[src/rtl/uart_wb_master.sv]
// UART-to-Wishbone debug master: 8N1 host frames become single 32-bit bus cycles.
// Define UART_WB_TIMEOUT_EN to build the bus watchdog (status 0x02 on expiry).
module uart_wb_master #(
   parameter int CLKS_PER_BIT   = 104,
   parameter int ADDR_WIDTH     = 32,
   parameter int TAG_WIDTH      = 1,
   parameter int TIMEOUT_CYCLES = 1024
) (
   input  logic                  sys_clk,
   input  logic                  sys_rst,
   input  logic                  uart_rx,
   output logic                  uart_tx,
   output logic                  wb_cyc,
   output logic                  wb_stb,
   output logic                  wb_we,
   output logic [TAG_WIDTH-1:0]  wb_tag,
   output logic [3:0]            wb_sel,
   output logic [ADDR_WIDTH-1:0] wb_adr,
   output logic [31:0]           wb_mosi,
   input  logic [31:0]           wb_miso,
   input  logic                  wb_ack,
   input  logic                  wb_err,
   output logic                  busy
);
   localparam int CW = $clog2(CLKS_PER_BIT);
   localparam logic [CW-1:0] BIT_END = CW'(CLKS_PER_BIT - 1);
   localparam logic [CW-1:0] HALF    = CW'(CLKS_PER_BIT / 2 - 1);

   typedef enum logic [1:0] {RX_IDLE, RX_START, RX_BITS, RX_STOP} rx_st_t;
   typedef enum logic [2:0] {S_IDLE, S_ADDR, S_DATA, S_BUS, S_STAT, S_SEND} st_t;

   // ---------------- RX ----------------
   logic          rx_s1_q, rx_s2_q, rx_s3_q;
   rx_st_t        rx_st_q, rx_st_d;
   logic [CW-1:0] rx_cnt_q, rx_cnt_d;
   logic [2:0]    rx_bit_q, rx_bit_d;
   logic [7:0]    rx_sh_q, rx_sh_d;
   logic          rx_vld_q, rx_vld_d;

   always_ff @(posedge sys_clk) begin
      if (sys_rst) begin
         rx_s1_q  <= 1'b1;
         rx_s2_q  <= 1'b1;
         rx_s3_q  <= 1'b1;
         rx_st_q  <= RX_IDLE;
         rx_cnt_q <= '0;
         rx_bit_q <= '0;
         rx_sh_q  <= '0;
         rx_vld_q <= 1'b0;
      end else begin
         rx_s1_q  <= uart_rx;
         rx_s2_q  <= rx_s1_q;
         rx_s3_q  <= rx_s2_q;
         rx_st_q  <= rx_st_d;
         rx_cnt_q <= rx_cnt_d;
         rx_bit_q <= rx_bit_d;
         rx_sh_q  <= rx_sh_d;
         rx_vld_q <= rx_vld_d;
      end
   end

   always_comb begin
      rx_st_d  = rx_st_q;
      rx_cnt_d = rx_cnt_q + 1'b1;
      rx_bit_d = rx_bit_q;
      rx_sh_d  = rx_sh_q;
      rx_vld_d = 1'b0;
      case (rx_st_q)
         RX_IDLE: begin
            rx_cnt_d = '0;
            if (rx_s3_q && !rx_s2_q) rx_st_d = RX_START;
         end
         RX_START: if (rx_cnt_q == HALF) begin
            rx_cnt_d = '0;
            rx_bit_d = '0;
            rx_st_d  = rx_s2_q ? RX_IDLE : RX_BITS;
         end
         RX_BITS: if (rx_cnt_q == BIT_END) begin
            rx_cnt_d = '0;
            rx_sh_d  = {rx_s2_q, rx_sh_q[7:1]};
            rx_bit_d = rx_bit_q + 1'b1;
            if (rx_bit_q == 3'd7) rx_st_d = RX_STOP;
         end
         RX_STOP: if (rx_cnt_q == BIT_END) begin
            rx_st_d  = RX_IDLE;
            rx_vld_d = rx_s2_q;  // low stop bit: framing error, byte dropped
         end
         default: rx_st_d = RX_IDLE;
      endcase
   end

   // ---------------- TX ----------------
   logic [9:0]    tx_sh_q;
   logic [CW-1:0] tx_cnt_q;
   logic [3:0]    tx_bit_q;
   logic          tx_busy_q, tx_end, tx_ld, tx_acc;
   logic [7:0]    tx_byte;

   // A new byte may load on the last stop-bit cycle so bytes run back-to-back.
   assign tx_end  = tx_busy_q && (tx_bit_q == 4'd9) && (tx_cnt_q == BIT_END);
   assign tx_acc  = tx_ld && (!tx_busy_q || tx_end);
   assign uart_tx = tx_sh_q[0];

   always_ff @(posedge sys_clk) begin
      if (sys_rst) begin
         tx_sh_q   <= '1;
         tx_cnt_q  <= '0;
         tx_bit_q  <= '0;
         tx_busy_q <= 1'b0;
      end else if (tx_acc) begin
         tx_sh_q   <= {1'b1, tx_byte, 1'b0};
         tx_cnt_q  <= '0;
         tx_bit_q  <= '0;
         tx_busy_q <= 1'b1;
      end else if (tx_busy_q) begin
         if (tx_cnt_q == BIT_END) begin
            tx_cnt_q <= '0;
            tx_sh_q  <= {1'b1, tx_sh_q[9:1]};
            tx_bit_q <= tx_bit_q + 1'b1;
            if (tx_bit_q == 4'd9) tx_busy_q <= 1'b0;
         end else begin
            tx_cnt_q <= tx_cnt_q + 1'b1;
         end
      end
   end

   // ---------------- frame / bus FSM ----------------
   st_t         st_q, st_d;
   logic        we_q, we_d;
   logic [2:0]  bcnt_q, bcnt_d;
   logic [31:0] adr_q, adr_d, dat_q, dat_d;
   logic [1:0]  stat_q, stat_d;
   logic        tmo_hit;

`ifdef UART_WB_TIMEOUT_EN
   localparam int TW = $clog2(TIMEOUT_CYCLES + 1);
   localparam logic [TW-1:0] TMO_END = TW'(TIMEOUT_CYCLES - 1);
   logic [TW-1:0] tmo_q;
   always_ff @(posedge sys_clk) begin
      if (sys_rst || st_q != S_BUS) tmo_q <= '0;
      else                          tmo_q <= tmo_q + 1'b1;
   end
   assign tmo_hit = (tmo_q == TMO_END);
`else
   assign tmo_hit = 1'b0;
`endif

   always_ff @(posedge sys_clk) begin
      if (sys_rst) begin
         st_q   <= S_IDLE;
         we_q   <= 1'b0;
         bcnt_q <= '0;
         adr_q  <= '0;
         dat_q  <= '0;
         stat_q <= '0;
      end else begin
         st_q   <= st_d;
         we_q   <= we_d;
         bcnt_q <= bcnt_d;
         adr_q  <= adr_d;
         dat_q  <= dat_d;
         stat_q <= stat_d;
      end
   end

   always_comb begin
      st_d    = st_q;
      we_d    = we_q;
      bcnt_d  = bcnt_q;
      adr_d   = adr_q;
      dat_d   = dat_q;
      stat_d  = stat_q;
      tx_ld   = 1'b0;
      tx_byte = 8'h00;
      case (st_q)
         S_IDLE: if (rx_vld_q && (rx_sh_q == 8'h01 || rx_sh_q == 8'h02)) begin
            we_d   = (rx_sh_q == 8'h01);
            bcnt_d = '0;
            st_d   = S_ADDR;
         end
         S_ADDR: if (rx_vld_q) begin
            adr_d  = {adr_q[23:0], rx_sh_q};
            bcnt_d = bcnt_q + 3'd1;
            if (bcnt_q == 3'd3) begin
               bcnt_d = '0;
               st_d   = we_q ? S_DATA : S_BUS;
            end
         end
         S_DATA: if (rx_vld_q) begin
            dat_d  = {dat_q[23:0], rx_sh_q};
            bcnt_d = bcnt_q + 3'd1;
            if (bcnt_q == 3'd3) st_d = S_BUS;
         end
         S_BUS: begin
            if (wb_err) begin
               stat_d = 2'd1;
               st_d   = S_STAT;
            end else if (wb_ack) begin
               stat_d = 2'd0;
               if (!we_q) dat_d = wb_miso;
               st_d   = S_STAT;
            end else if (tmo_hit) begin
               stat_d = 2'd2;
               st_d   = S_STAT;
            end
         end
         S_STAT: begin
            tx_ld   = 1'b1;
            tx_byte = {6'd0, stat_q};
            if (tx_acc) begin
               st_d   = S_SEND;
               bcnt_d = (stat_q == 2'd0 && !we_q) ? 3'd0 : 3'd4;
            end
         end
         S_SEND: begin
            // bcnt==4: everything queued, wait for the last stop bit to finish
            if (bcnt_q != 3'd4) begin
               tx_ld   = 1'b1;
               tx_byte = dat_q[31:24];
               if (tx_acc) begin
                  dat_d  = {dat_q[23:0], 8'h00};
                  bcnt_d = bcnt_q + 3'd1;
               end
            end else if (!tx_busy_q) begin
               st_d = S_IDLE;
            end
         end
         default: st_d = S_IDLE;
      endcase
   end

   assign wb_cyc  = (st_q == S_BUS);
   assign wb_stb  = wb_cyc;
   assign wb_we   = wb_cyc && we_q;
   assign wb_sel  = {4{wb_cyc}};
   assign wb_tag  = '0;
   assign wb_adr  = adr_q[ADDR_WIDTH-1:0];
   assign wb_mosi = dat_q;
   assign busy    = (st_q != S_IDLE);
endmodule

[config.mk]
export PLATFORM = sky130hd
export DESIGN_NAME = uart_wb_master
export DESIGN_NICKNAME = d
export VERILOG_FILES = /design/src/rtl/uart_wb_master.sv
export SDC_FILE = /design/constraint.sdc
export NUM_CORES = 1
export LEC_CHECK = 0
export CAP_MARGIN = 20
export CORE_MARGIN = 4
export CORE_UTILIZATION = 55
export CTS_CLUSTER_DIAMETER = 30
export DETAILED_ROUTE_END_ITERATION = 10
export PLACE_DENSITY = 0.93
export SLEW_MARGIN = 5
export SYNTH_ARGS = -nofsm -noshare
export SYNTH_HDL_FRONTEND = slang
export SYNTH_SLANG_ARGS = --single-unit
[constraint.sdc]
create_clock -name sys_clk -period 5 [get_ports sys_clk]
set_input_delay 0.5 -clock sys_clk [delete_from_list [all_inputs] [get_ports sys_clk]]
set_output_delay 0.5 -clock sys_clk [all_outputs]
set_load 0.005 [all_outputs]
==> run_results.csv <==
group,metric,value,unit
drt,num_vias,4970,
worst_hold_path,worstHoldPathCells,1,
grt,grt_pass1_wl,23400,um
critical_path,worst_r2r_path_depth,8,
worst_hold_path,hp-start,"rx_s1_q$_SDFF_PP1_",
worst_hold_path,min_path_type,"reg2reg",
sta,rsz0062_at_grt,"no",
clock_tree,cts_resized,0,
grt,grt_remaining_overflow,0,
outcome,outcome,"completed",
place,place_area,6370,sq um
synth,netlist_top_cells_area,"dfxtp_1 44%, mux2i_1 7.1%, a21oi_1 6.9%, nand2_1 6.7%, a211oi_1 4.9%",
synth,syn_area,5360,sq um
cells_and_area,drive_gt1_share,7.81,%
die,dieArea,11400,sq um
place,placed_cells,800,
clock_tree,clock-sinks,117,
critical_path,critical_path_arrival,2.89,ns
synth,synth_cell_types,63,
place,port_buffers,109,
die,initial_core_util,57.2,%
drt,drt_iter0_markers,413,
power,power_frac_clock,53.5,%
sta,finalSetupTns,0,ns
synth,yosysTopAreaCell,"dfxtp_1",
job,cap_violations,0,
place,gp_congestion,0.857,
power,power,2.12,mW
critical_path,endpoint_kind,"output port",
clock_tree,clock_path_buffers,2,
die,io_pins,111,
sta,worst_slack,1.61,ns
drt,drc,0,
critical_path,cp-start-kind,"flop",
cells_and_area,diodes,0,
grt,grt_antenna_before_repair,0,
sta,clock.fmax,295,MHz
synth,yosysTopAreaCellShare,43.7,%
drt,wl_per_cell,17.1,um
synth,syn_inst,611,
power,internal_power,1.67,mW
die,die_w,107,um
place,place_ws,1.87,ns
place,dp_hpwl,9220,um
critical_path,r2r_start,"st_q[0]$_SDFFE_PP0P_",
grt,grt_max_degree,110,
critical_path,r2r_end,"wb_mosi[23]$_SDFFE_PP0P_",
sta,worst_pin_slew,1.08,ns
drt,avgViaCountPerCell,5.97,
critical_path,r2r_slack,1.99,ns
die,rows,35,
grt,grt_pass1_vias,4797,
drt,first_pass_iters,5,
sta,slew_viol_final,0,
synth,syn_nets,658,
cells_and_area,final_cells,833,
drt,wirelength,14300,um
power,seqPwrFrac,44.1,%
power,power_switching_share,21.4,%
synth,syn_area_per_cell,8.77,sq um
grt,grt_usage,24.9,%
sta,finalSetupViolations,0,
critical_path,path_class,"reg2out",
sta,fin_crit,3.39,ns
worst_hold_path,whs_endpoint,"rx_s2_q$_SDFF_PP1_",
power,p_switching,0.453,mW
clock_tree,postCtsSetupRepairBufs,0,
power,cellPowerDensity,305,nW/um^2
clock_tree,hold_buffers,0,
cells_and_area,design_area,6960,sq um
cells_and_area,nets,739,
synth,synth-async-reset-ratio,0,%
clock_tree,clock_latency,0.52,ns
power,pwr-share-comb,2.4,%
sta,min_period_over_period,67.8,%
synth,ys_seq_elements,117,
clock_tree,clk_pin_slew_worst_paths,0.06,ns
clock_tree,cts_tree,"built",
clock_tree,cts_max_level,4,
synth,synth_edf_count,0,
clock_tree,cts_buffers,17,
sta,finalHoldViolCount,0,
sta,clock_skew,0.00927,ns
critical_path,critical_path.max_fanout,33,
power,p_leak,2.18,nW
synth,synth_top_flop_cell,"dfxtp_1",
cells_and_area,final_util,74.2,%
synth,synth-seq-area-share,43.7,%
clock_tree,clock_tree.root_cell,"clkbuf_8",
die,fp.dieH,107,um
cells_and_area,areaGrowthSynthToFinish,29.8,%
sta,slew_headroom,28.2,%
critical_path,required,4.50,ns
power,irDropWorstVdd,242,uV
cells_and_area,n_fill_cell,628,
synth,yosys_warnings,0,
sta,hold_slack,0.436,ns
die,core_area,9370,sq um
drt,postRouteAntennaNets,0,
[cell families after synthesis]
group	synth area share, %
adders and majority gates	2.33
xor gates and xnor gates	2.45
AOI/OAI and AO/OA	21.0
buffers and inverters	6.12
DFF	43.7
other	0.0700
muxes	7.10
and+or+nand+nor	17.2
[cell usage after synthesis, types with 10 or more instances]
cell type	instances
buf_4	11
nor3_1	11
nand2_1	95
a21oi_1	74
a211oi_1	35
nor2_1	35
ha_1	10
mux2i_1	38
dfxtp_1	117
clkbuf_1	26
buf_2	10
a22oi_1	10
inv_1	14
[worst max path at each step]
stage | cells past startpoint | endpoint | startpoint
2_1_floorplan | 9 | wb_mosi[10]$_SDFFE_PP0P_ | bcnt_q[0]$_SDFFE_PP0P_
3_3_place_gp | 7 | wb_mosi[15]$_SDFFE_PP0P_ | bcnt_q[0]$_SDFFE_PP0P_
3_5_place_dp | 7 | wb_mosi[22]$_SDFFE_PP0P_ | st_q[0]$_SDFFE_PP0P_
4_1_cts | 4 | wb_sel[1] | st_q[0]$_SDFFE_PP0P_
5_1_grt | 4 | wb_sel[3] | st_q[0]$_SDFFE_PP0P_
6_report | 4 | wb_cyc | st_q[0]$_SDFFE_PP0P_
[cell usage in the layout, fill, tap and decap left out, drive strengths merged, types with 2 or more instances in the layout]
master,Yosys,layout
or2,4,4
nand4b,3,3
o21ai,8,8
nor2,36,36
o21a,3,3
a221oi,6,6
nor3,12,12
nand2b,6,6
inv,15,16
buf,26,6
clkbuf,26,19
mux2i,38,38
ha,10,10
a211o,2,2
nor4,9,9
nor2b,2,2
clkinvlp,0,3
a21o,2,2
and2,2,2
xnor2,8,8
and3,3,3
o31ai,2,2
or3,2,2
clkdlybuf4s50,0,108
nand3,6,6
o211ai,4,4
a22oi,11,11
a22o,8,8
nand2,96,96
a21oi,74,74
dfxtp,117,117
xor2,7,7
or4,2,2
a211oi,38,38
clkinv,0,6
nand4,4,4
o21bai,3,3
bufinv,0,2
[flip-flops by register name, summed over array words and instances (netlist names), 3 cells and up, named ones only]
name and flops:
wb_adr 32, wb_mosi 32, tx_sh_q 9, rx_sh_q 8, rx_cnt_q 7, tx_cnt_q 7, tx_bit_q 4, bcnt_q 3
rx_bit_q 3, st_q 3
[area by class of cell]
type / count / area, sq um / share of cell area, %
Inverter: 15 / 56.3 / 0.809
Tap cell: 129 / 161 / 2.32
Sequential cell: 117 / 2340 / 33.7
Clock buffer: 19 / 422 / 6.06
Timing Repair Buffer: 114 / 1140 / 16.4
Clock inverter: 12 / 133 / 1.91
Multi-Input combinational cell: 427 / 2700 / 38.8
[critical path, cell delays in order (launching register included)]
cell             delay, ns
dfxtp_1               0.67
inv_1                 0.38
nor3_2                0.26
buf_4                 0.44
clkdlybuf4s50_1       0.59
[layer usage]
metal / up-vias / GRT usage [%] / wire length, um
met2: 238 / 40.9 / 6870
met1: 2352 / 30.8 / 5760
met3: 48 / 7.47 / 1210
met5: - / 0 / 0
li1: 2332 / - / -
met4: 0 / 9.77 / 418
[power by group through the flow]
stage | clock, mW | combinational [mW] | sequential (mW)
floorplan | 0 | 0.0194 | 0.955
global placement | 0 | 0.0485 | 0.956
detailed placement | 0 | 0.0494 | 0.956
CTS | 1.14 | 0.0506 | 0.936
global route | 1.19 | 0.0540 | 0.936
finish | 1.13 | 0.0508 | 0.936
Power figures use the tool's default switching activity.
